==> config.mk <==
export PLATFORM = sky130hd
export DESIGN_NAME = scr1_axi_master_bridge
export DESIGN_NICKNAME = d
export VERILOG_FILES = /design/src/rtl/scr1_axi_pkg.sv /design/src/rtl/scr1_axi_lane_align.sv /design/src/rtl/scr1_axi_master_bridge.sv
export SDC_FILE = /design/constraint.sdc
export NUM_CORES = 1
export LEC_CHECK = 0
export ABC_AREA = 1
export CAP_MARGIN = 20
export CORE_AREA = 3 3 166 168
export DETAILED_ROUTE_END_ITERATION = 12
export DIE_AREA = 0 0 169 171
export PLACE_DENSITY = 0.75
export SYNTH_ARGS = -nofsm -noshare
export SYNTH_HDL_FRONTEND = slang
export SYNTH_SLANG_ARGS = --single-unit
==> constraint.sdc <==
create_clock -name clk -period 4.3 [get_ports clk]
set_input_delay 0.86 -clock clk [delete_from_list [all_inputs] [get_ports clk]]
set_output_delay 0.86 -clock clk [all_outputs]
set_load 0.03 [all_outputs]
==> src/rtl/scr1_axi_pkg.sv <==
// Shared types and AXI encodings for the single-outstanding core-to-AXI bridge.
package scr1_axi_pkg;

    typedef enum logic [2:0] {
        ST_IDLE,
        ST_RD_A,
        ST_RD_R,
        ST_WR_AW,
        ST_WR_B,
        ST_ERR
    } axi_state_e;

    typedef enum logic [1:0] {
        CW_BYTE  = 2'd0,
        CW_HALF  = 2'd1,
        CW_WORD  = 2'd2,
        CW_DWORD = 2'd3
    } core_width_e;

    localparam logic [1:0] AXI_RESP_OKAY   = 2'b00;
    localparam logic [1:0] AXI_RESP_SLVERR = 2'b10;
    localparam logic [1:0] AXI_RESP_DECERR = 2'b11;
    localparam logic [1:0] AXI_BURST_INCR  = 2'b01;

    function automatic logic [31:0] width_bytes(input core_width_e width);
        return 32'd1 << width;
    endfunction

endpackage

==> src/rtl/scr1_axi_lane_align.sv <==
// Byte-lane placement for write data/strobes and lane extraction/masking for read data.
module scr1_axi_lane_align
    import scr1_axi_pkg::*;
#(
    parameter int W_DATA = 64,
    parameter int LANE_W = $clog2(W_DATA / 8)
) (
    input  core_width_e         width,
    input  logic [LANE_W-1:0]   lane,
    input  logic [W_DATA-1:0]   wdata_in,
    output logic [W_DATA-1:0]   wdata_out,
    output logic [W_DATA/8-1:0] wstrb,
    input  logic [W_DATA-1:0]   rdata_in,
    output logic [W_DATA-1:0]   rdata_out
);

    localparam int unsigned N_BYTES = W_DATA / 8;

    logic [N_BYTES-1:0] byte_en;
    logic [W_DATA-1:0]  data_mask;
    logic [LANE_W+2:0]  shamt;

    always_comb begin
        byte_en   = '0;
        data_mask = '0;
        for (int unsigned i = 0; i < N_BYTES; i++) begin
            byte_en[i]          = (i < width_bytes(width));
            data_mask[8*i +: 8] = {8{byte_en[i]}};
        end
        shamt     = {lane, 3'b000};
        wstrb     = byte_en << lane;
        wdata_out = wdata_in << shamt;
        rdata_out = (rdata_in >> shamt) & data_mask;
    end

endmodule

==> src/rtl/scr1_axi_master_bridge.sv <==
// Converts the core memory request port into single-beat AXI4 read/write transactions.
module scr1_axi_master_bridge
    import scr1_axi_pkg::*;
#(
    parameter int W_ID   = 4,
    parameter int W_ADR  = 32,
    parameter int W_DATA = 64,
    parameter int AXI_ID = 0
) (
    input  logic                clk,
    input  logic                rst,
    input  logic                core_req,
    input  logic                core_cmd,
    input  logic [1:0]          core_width,
    input  logic [W_ADR-1:0]    core_addr,
    input  logic [W_DATA-1:0]   core_wdata,
    output logic                core_ack,
    output logic                core_resp_valid,
    output logic                core_resp_err,
    output logic [W_DATA-1:0]   core_rdata,
    output logic                awvalid,
    output logic [W_ID-1:0]     awid,
    output logic [W_ADR-1:0]    awaddr,
    output logic [2:0]          awsize,
    output logic [7:0]          awlen,
    output logic [1:0]          awburst,
    input  logic                awready,
    output logic                wvalid,
    output logic [W_DATA-1:0]   wdata,
    output logic [W_DATA/8-1:0] wstrb,
    output logic                wlast,
    input  logic                wready,
    input  logic                bvalid,
    input  logic [W_ID-1:0]     bid,
    input  logic [1:0]          bresp,
    output logic                bready,
    output logic                arvalid,
    output logic [W_ID-1:0]     arid,
    output logic [W_ADR-1:0]    araddr,
    output logic [2:0]          arsize,
    output logic [7:0]          arlen,
    output logic [1:0]          arburst,
    input  logic                arready,
    input  logic                rvalid,
    input  logic [W_ID-1:0]     rid,
    input  logic [W_DATA-1:0]   rdata,
    input  logic                rlast,
    input  logic [1:0]          rresp,
    output logic                rready
);

    localparam int N_BYTES = W_DATA / 8;
    localparam int LANE_W  = $clog2(N_BYTES);

    axi_state_e        state_q, state_d;
    logic              cmd_q, cmd_d;
    core_width_e       width_q, width_d;
    logic [W_ADR-1:0]  addr_q, addr_d;
    logic [W_DATA-1:0] wdata_q, wdata_d;
    logic              aw_done_q, aw_done_d;
    logic              w_done_q, w_done_d;
    logic              resp_valid_q, resp_valid_d;
    logic              resp_err_q, resp_err_d;
    logic [W_DATA-1:0] rdata_q, rdata_d;

    logic [31:0]       req_size;
    logic              req_bad;
    logic [W_DATA-1:0] rdata_ext;

    // Request is rejected when misaligned to its size or wider than the data bus.
    always_comb begin
        req_size = width_bytes(core_width_e'(core_width));
        req_bad  = (req_size > 32'(N_BYTES))
                 | ((32'(core_addr[LANE_W-1:0]) & (req_size - 32'd1)) != 32'd0);
    end

    scr1_axi_lane_align #(
        .W_DATA (W_DATA),
        .LANE_W (LANE_W)
    ) u_lane_align (
        .width     (width_q),
        .lane      (addr_q[LANE_W-1:0]),
        .wdata_in  (wdata_q),
        .wdata_out (wdata),
        .wstrb     (wstrb),
        .rdata_in  (rdata),
        .rdata_out (rdata_ext)
    );

    always_comb begin
        state_d      = state_q;
        cmd_d        = cmd_q;
        width_d      = width_q;
        addr_d       = addr_q;
        wdata_d      = wdata_q;
        aw_done_d    = aw_done_q;
        w_done_d     = w_done_q;
        resp_valid_d = 1'b0;
        resp_err_d   = 1'b0;
        rdata_d      = rdata_q;
        core_ack     = 1'b0;
        arvalid      = 1'b0;
        rready       = 1'b0;
        awvalid      = 1'b0;
        wvalid       = 1'b0;
        bready       = 1'b0;

        case (state_q)
            ST_IDLE: begin
                if (core_req) begin
                    core_ack  = 1'b1;
                    cmd_d     = core_cmd;
                    width_d   = core_width_e'(core_width);
                    addr_d    = core_addr;
                    wdata_d   = core_wdata;
                    aw_done_d = 1'b0;
                    w_done_d  = 1'b0;
                    if (req_bad) begin
                        state_d = ST_ERR;
                    end else if (core_cmd) begin
                        state_d = ST_WR_AW;
                    end else begin
                        state_d = ST_RD_A;
                    end
                end
            end
            ST_RD_A: begin
                arvalid = 1'b1;
                if (arready) begin
                    state_d = ST_RD_R;
                end
            end
            ST_RD_R: begin
                rready = 1'b1;
                if (rvalid) begin
                    state_d      = ST_IDLE;
                    resp_valid_d = 1'b1;
                    resp_err_d   = (rresp != AXI_RESP_OKAY) | (rid != W_ID'(AXI_ID)) | ~rlast;
                    rdata_d      = rdata_ext;
                end
            end
            ST_WR_AW: begin
                // AW and W complete independently; each valid drops once its own handshake is seen.
                awvalid   = ~aw_done_q;
                wvalid    = ~w_done_q;
                aw_done_d = aw_done_q | awready;
                w_done_d  = w_done_q | wready;
                if (aw_done_d && w_done_d) begin
                    state_d = ST_WR_B;
                end
            end
            ST_WR_B: begin
                bready = 1'b1;
                if (bvalid) begin
                    state_d      = ST_IDLE;
                    resp_valid_d = 1'b1;
                    resp_err_d   = (bresp != AXI_RESP_OKAY) | (bid != W_ID'(AXI_ID));
                end
            end
            ST_ERR: begin
                state_d = ST_IDLE;
            end
            default: begin
                state_d = ST_IDLE;
            end
        endcase
    end

    always_ff @(posedge clk) begin
        if (rst) begin
            state_q      <= ST_IDLE;
            cmd_q        <= 1'b0;
            width_q      <= CW_BYTE;
            addr_q       <= '0;
            wdata_q      <= '0;
            aw_done_q    <= 1'b0;
            w_done_q     <= 1'b0;
            resp_valid_q <= 1'b0;
            resp_err_q   <= 1'b0;
            rdata_q      <= '0;
        end else begin
            state_q      <= state_d;
            cmd_q        <= cmd_d;
            width_q      <= width_d;
            addr_q       <= addr_d;
            wdata_q      <= wdata_d;
            aw_done_q    <= aw_done_d;
            w_done_q     <= w_done_d;
            resp_valid_q <= resp_valid_d;
            resp_err_q   <= resp_err_d;
            rdata_q      <= rdata_d;
        end
    end

    assign core_resp_valid = resp_valid_q | (state_q == ST_ERR);
    assign core_resp_err   = resp_err_q | (state_q == ST_ERR);
    assign core_rdata      = rdata_q;

    assign awid    = W_ID'(AXI_ID);
    assign awaddr  = addr_q;
    assign awsize  = {1'b0, width_q};
    assign awlen   = 8'd0;
    assign awburst = AXI_BURST_INCR;
    assign wlast   = 1'b1;

    assign arid    = W_ID'(AXI_ID);
    assign araddr  = addr_q;
    assign arsize  = {1'b0, width_q};
    assign arlen   = 8'd0;
    assign arburst = AXI_BURST_INCR;

endmodule

# Yosys cells after proc, flatten, opt, wreduce, memory -nomap -nowiden
# Cells that the tools add are included.
[word_totals]
mem_bits_rw = 0
mem_count = 0
reg_bits = 169
in_bits = 184
mem_bits_ro = 0
elab_cells = 83
latch_bits = 0
out_inout_bits = 243
[op_classes]
magnitude_cmp = 9
shifts = 5
n_reduce_logical = 12
n_eq_ne = 10
add_sub_neg = 1
div = 0
muxes = 24
bitwise_logic = 13
multipliers = 0
[op_table]
columns = ["operator", "n"]
rows = [
  ["$lt A3 B32 Y1 const A", 4],
  ["$and A64 B64 Y64", 1],
  ["$lt A1 B32 Y1 const A", 2],
  ["$lt A2 B32 Y1 const A", 2],
  ["$shl A1 B2 Y32 const A", 2],
  ["$shl A64 B6 Y64", 1],
  ["$shr A64 B6 Y64", 1],
  ["$and A3 B32 Y32", 1],
  ["$gt A32 B4 Y1 const B", 1],
  ["$reduce_bool A32 Y1", 1],
  ["$sub A32 B1 Y32 const B", 1],
  ["$mux W3", 6],
  ["$pmux W3 S5", 1],
  ["$mux W1", 12],
  ["$ne A2 B2 Y1 const B", 5],
  ["$or A1 B1 Y1", 8],
  ["$pmux W1 S2", 4],
  ["$reduce_bool A4 Y1", 2],
  ["$shl A8 B3 Y8", 1],
  ["$eq A3 B2 Y1 const B", 2],
  ["$eq A3 B3 Y1 const B", 2],
  ["$reduce_and A2 Y1", 3],
  ["$reduce_bool A2 Y1", 3],
  ["$reduce_and A5 Y1", 1],
  ["5 further kinds", 7],
]

# Logic depth before layout (Yosys ltp)
[logic_depth]
depth_word = 8
ltp_mapped = 10
depth_no_buf = 9

# Hierarchy
# Synthesis repeated with hierarchy kept, for this count alone.
[unflattened]
cells_unflattened = 1732
hier_area_um2 = 10352.4
[modules_own_cells]
columns = ["mod", "cells_each", "area_per_inst_um2", "seq_area_each_um2", "n_inst"]
rows = [
  ["scr1_axi_master_bridge", 859, 6601.3, 3383.2, 1],
  ["scr1_axi_lane_align", 873, 3751.1, 0.0, 1],
]

# Least setup slack after synthesis
# No wires, ideal clock.
[synth_path]
kind = "register -> output"
startpoint = "register addr_q[0] (netlist: araddr[0])"
endpoint = "output wdata[0]"
arrival_time_ps = 2104
path_stages_with_launch = 8
t_required_ps = 3440
path_slack_ps = 1336
path_cell_list = "dfxtp_1 -> buf_4 -> buf_4 -> nor2_4 -> inv_1 -> nor2_1 -> inv_2 -> nor2_1"
[synth_between]
elab_chain_cells = 1
[synth_rtl]
columns = ["element", "line_no", "rtl"]
rows = [
  ["start: declaration", "scr1_axi_master_bridge.sv:58", "logic [W_ADR-1:0] addr_q, addr_d;"],
  ["start signal: assignment", "scr1_axi_master_bridge.sv:185", "addr_q <= addr_d;"],
  ["$shl A64 B6 Y64", "scr1_axi_lane_align.sv:32", "wdata_out = wdata_in << shamt;"],
  ["end: declaration", "scr1_axi_master_bridge.sv:29", "output logic [W_DATA-1:0] wdata,"],
]
# No other way between the ends.

# Final worst setup path
[layout_path]
startpoint = "register addr_q[0] (netlist: araddr[0])"
endpoint = "output wdata[63]"
# Same word-level chain as after synthesis.

==> metrics.yaml <==
cts-root-buf: "clkbuf_16"
crit_arrival_ns: 2.86
vias: 11400
die_w_um: 169
p_per_area_nw_per_um2: 652
clock_sinks: 169
cts_setup_buffers: 0
ys_seq_area_frac: 0.343
synthArstFlopShare: 0
grt_pass1_wl_um: 59900
nFillCells: 2580
dieArea_um2: 28900
die_h_um: 171
ir_worst_vdd_mv: 0.580
port_buffers: 395
nets: 2075
grt_pass1_vias: 10800
cts_max_level: 4
yosys.area.top_type_share: 0.343
area_growth_pct: 43.2
totalPowerFinal_mw: 9.20
clk_pin_slew_ns: 0.08
relSlewSlack: 0.309
overflow: 0
postPlaceCellArea_um2: 13500
leakagePower_nw: 5.71
endpoint_kind: "primary output"
synth-edff-count: 0
drive_gt1_frac: 0.0441
antenna_found_initial: 0
synth_cells: 1609
r2r_cells: 7
status: "finished clean"
finalCriticalPeriod_ns: 3.72
final_area_um2: 14100
worstHoldPathType: "reg -> reg"
critical_path_class: "reg -> out"
synth_area_leader_cell: "dfxtp_1"
coreArea_um2: 26100
fin_setup_tns_ns: 0
worst_slew_pin_slew_ns: 1.04
start_kind: "flip-flop"
synth_most_common_cell: "nand2_1"
syn_avg_cell_area_um2: 6.13
ys_seq_elements: 169
drv_slew: 0
gp_congestion: 0.954
ys_types: 27
synth_common_cells: "nand2_1, o21ai_0, dfxtp_1, a21oi_1, inv_1"
drc: 0
drt_iter0_drc: 873
num_rows: 59
finalSetupViolCount: 0
fin_util: 0.542
fmax_ghz: 0.269
holdPathStages: 2
ys_warn_count: 0
rsz0062_at_grt: "false"
dr.pass1.iters: 6
ctsHoldBuffers: 0
grt_max_degree: 98
numCtsBuffers: 17
finalWirelength_um: 41000
cts_tree: "built"
track_usage: 0.267
worstPathMaxFanout: 41
cts_resized: 0
via_per_inst: 5.09
hpwlAfterDp_um: 30900
antenna_cells: 0
required_ns: 3.44
start_util: 0.379
synth_ff_type: "dfxtp_1"
wire_per_inst_um: 18.3
ant_nets: 0
fin_crit_sh: 0.866
clk_latency_ns: 0.44
maxCapViolations: 0
syn_area_um2: 9860
hold_violations: 0
num_io_pins: 427
synth.area.top_cells: "dfxtp_1, nand2_1, o21ai_0, a21oi_1, buf_4"
clockBufferDepth: 2
fin_worst_skew_ns: 0.0122
logic make-up after synthesis:
family          count (synthesis)  synth area share
simple gates                  770             0.312
other cells                     2          0.000761
compound gates                376             0.196
buf+inv                       290             0.146
mux                             2           0.00203
flops                         169             0.343
through the flow:
step	instances	setup WS, ns	hold WS, ns
6_report	2239	0.576	0.453
3_3_place_gp	2207	1.08	0.437
2_1_floorplan	1638	1.34	0.424
5_1_grt	2239	0.432	0.478
3_5_place_dp	2207	1.04	0.444
4_1_cts	2239	0.564	0.454
worst paths after layout:
check	startpoint	slack (ns)	to
setup / recovery	araddr[0]	0.58	wdata[63]
hold / removal	wdata_q[60]	0.45	wdata_q[60]
setup reg to reg	araddr[0]	1.65	core_rdata[1]
hold reg to reg	wdata_q[60]	0.45	wdata_q[60]
area by class of cell:
type,instances,area (um^2),share of cell area
clock buffers,18,439,0.0311
clock inverters,14,155,0.0110
inverters,112,422,0.0298
multi-input cells,1179,5150,0.365
flip-flops and latches,169,3390,0.240
well taps,335,419,0.0297
repair buffers,412,4150,0.294
per-layer routing:
layer | global-route usage | vias to the layer above | routed length [um]
met3 | 0.0601 | 68 | 3010
met5 | 0 | - | 0
li1 | - | 5619 | -
met2 | 0.488 | 471 | 20700
met1 | 0.305 | 5238 | 15900
met4 | 0.0939 | 0 | 1380
registers in the layout, indices dropped and copies added, names as in the netlist:
name          cells
core_rdata       64
wdata_q          64
araddr           32
state_q           3
width_q           2
aw_done_q         1
resp_err_q        1
resp_valid_q      1
w_done_q          1
cell usage in the layout, fill, tap and decap left out:
cell type,synthesis,layout
nand2_1,582,582
clkdlybuf4s50_1,0,376
o21ai_0,181,181
dfxtp_1,169,166
a21oi_1,161,161
inv_1,105,105
nand3_1,96,96
nor2_1,81,81
conb_1,2,31
buf_4,74,27
o211ai_1,18,18
clkbuf_16,0,17
o22ai_1,9,9
buf_12,0,9
o21ai_1,7,7
inv_8,0,5
inv_2,4,4
clkinv_4,0,3
clkinv_8,0,3
nand2_4,1,2
clkinv_1,3,2
nor2_4,2,2
mux2i_1,2,2
nor3_4,2,2
dfxtp_4,0,2
clkinvlp_4,0,2
nand2_2,2,1
clkinv_2,0,1
nor2_2,1,1
nor3_1,1,1
nand3b_1,1,1
nand4_1,1,1
dfxtp_2,0,1
clkbuf_8,0,1
inv_6,0,1
worst max-delay path, stage by stage (launching register included):
cell and delay (ns):
dfxtp_4 0.63, buf_4 0.32, nand2_1 0.08, o21ai_0 0.15
o21ai_0 0.17, o21ai_0 0.31, clkdlybuf4s50_1 0.75
where the power goes:
part           leakage, nW  switching (mW)  total, mW  internal, mW
clock network        0.285           0.763       1.56         0.794
registers             1.38           0.231       2.09          1.86
logic                 4.04            3.68       5.56          1.88
total                 5.71            4.67       9.20          4.53
No activity file was read; power rests on OpenSTA's default activity.
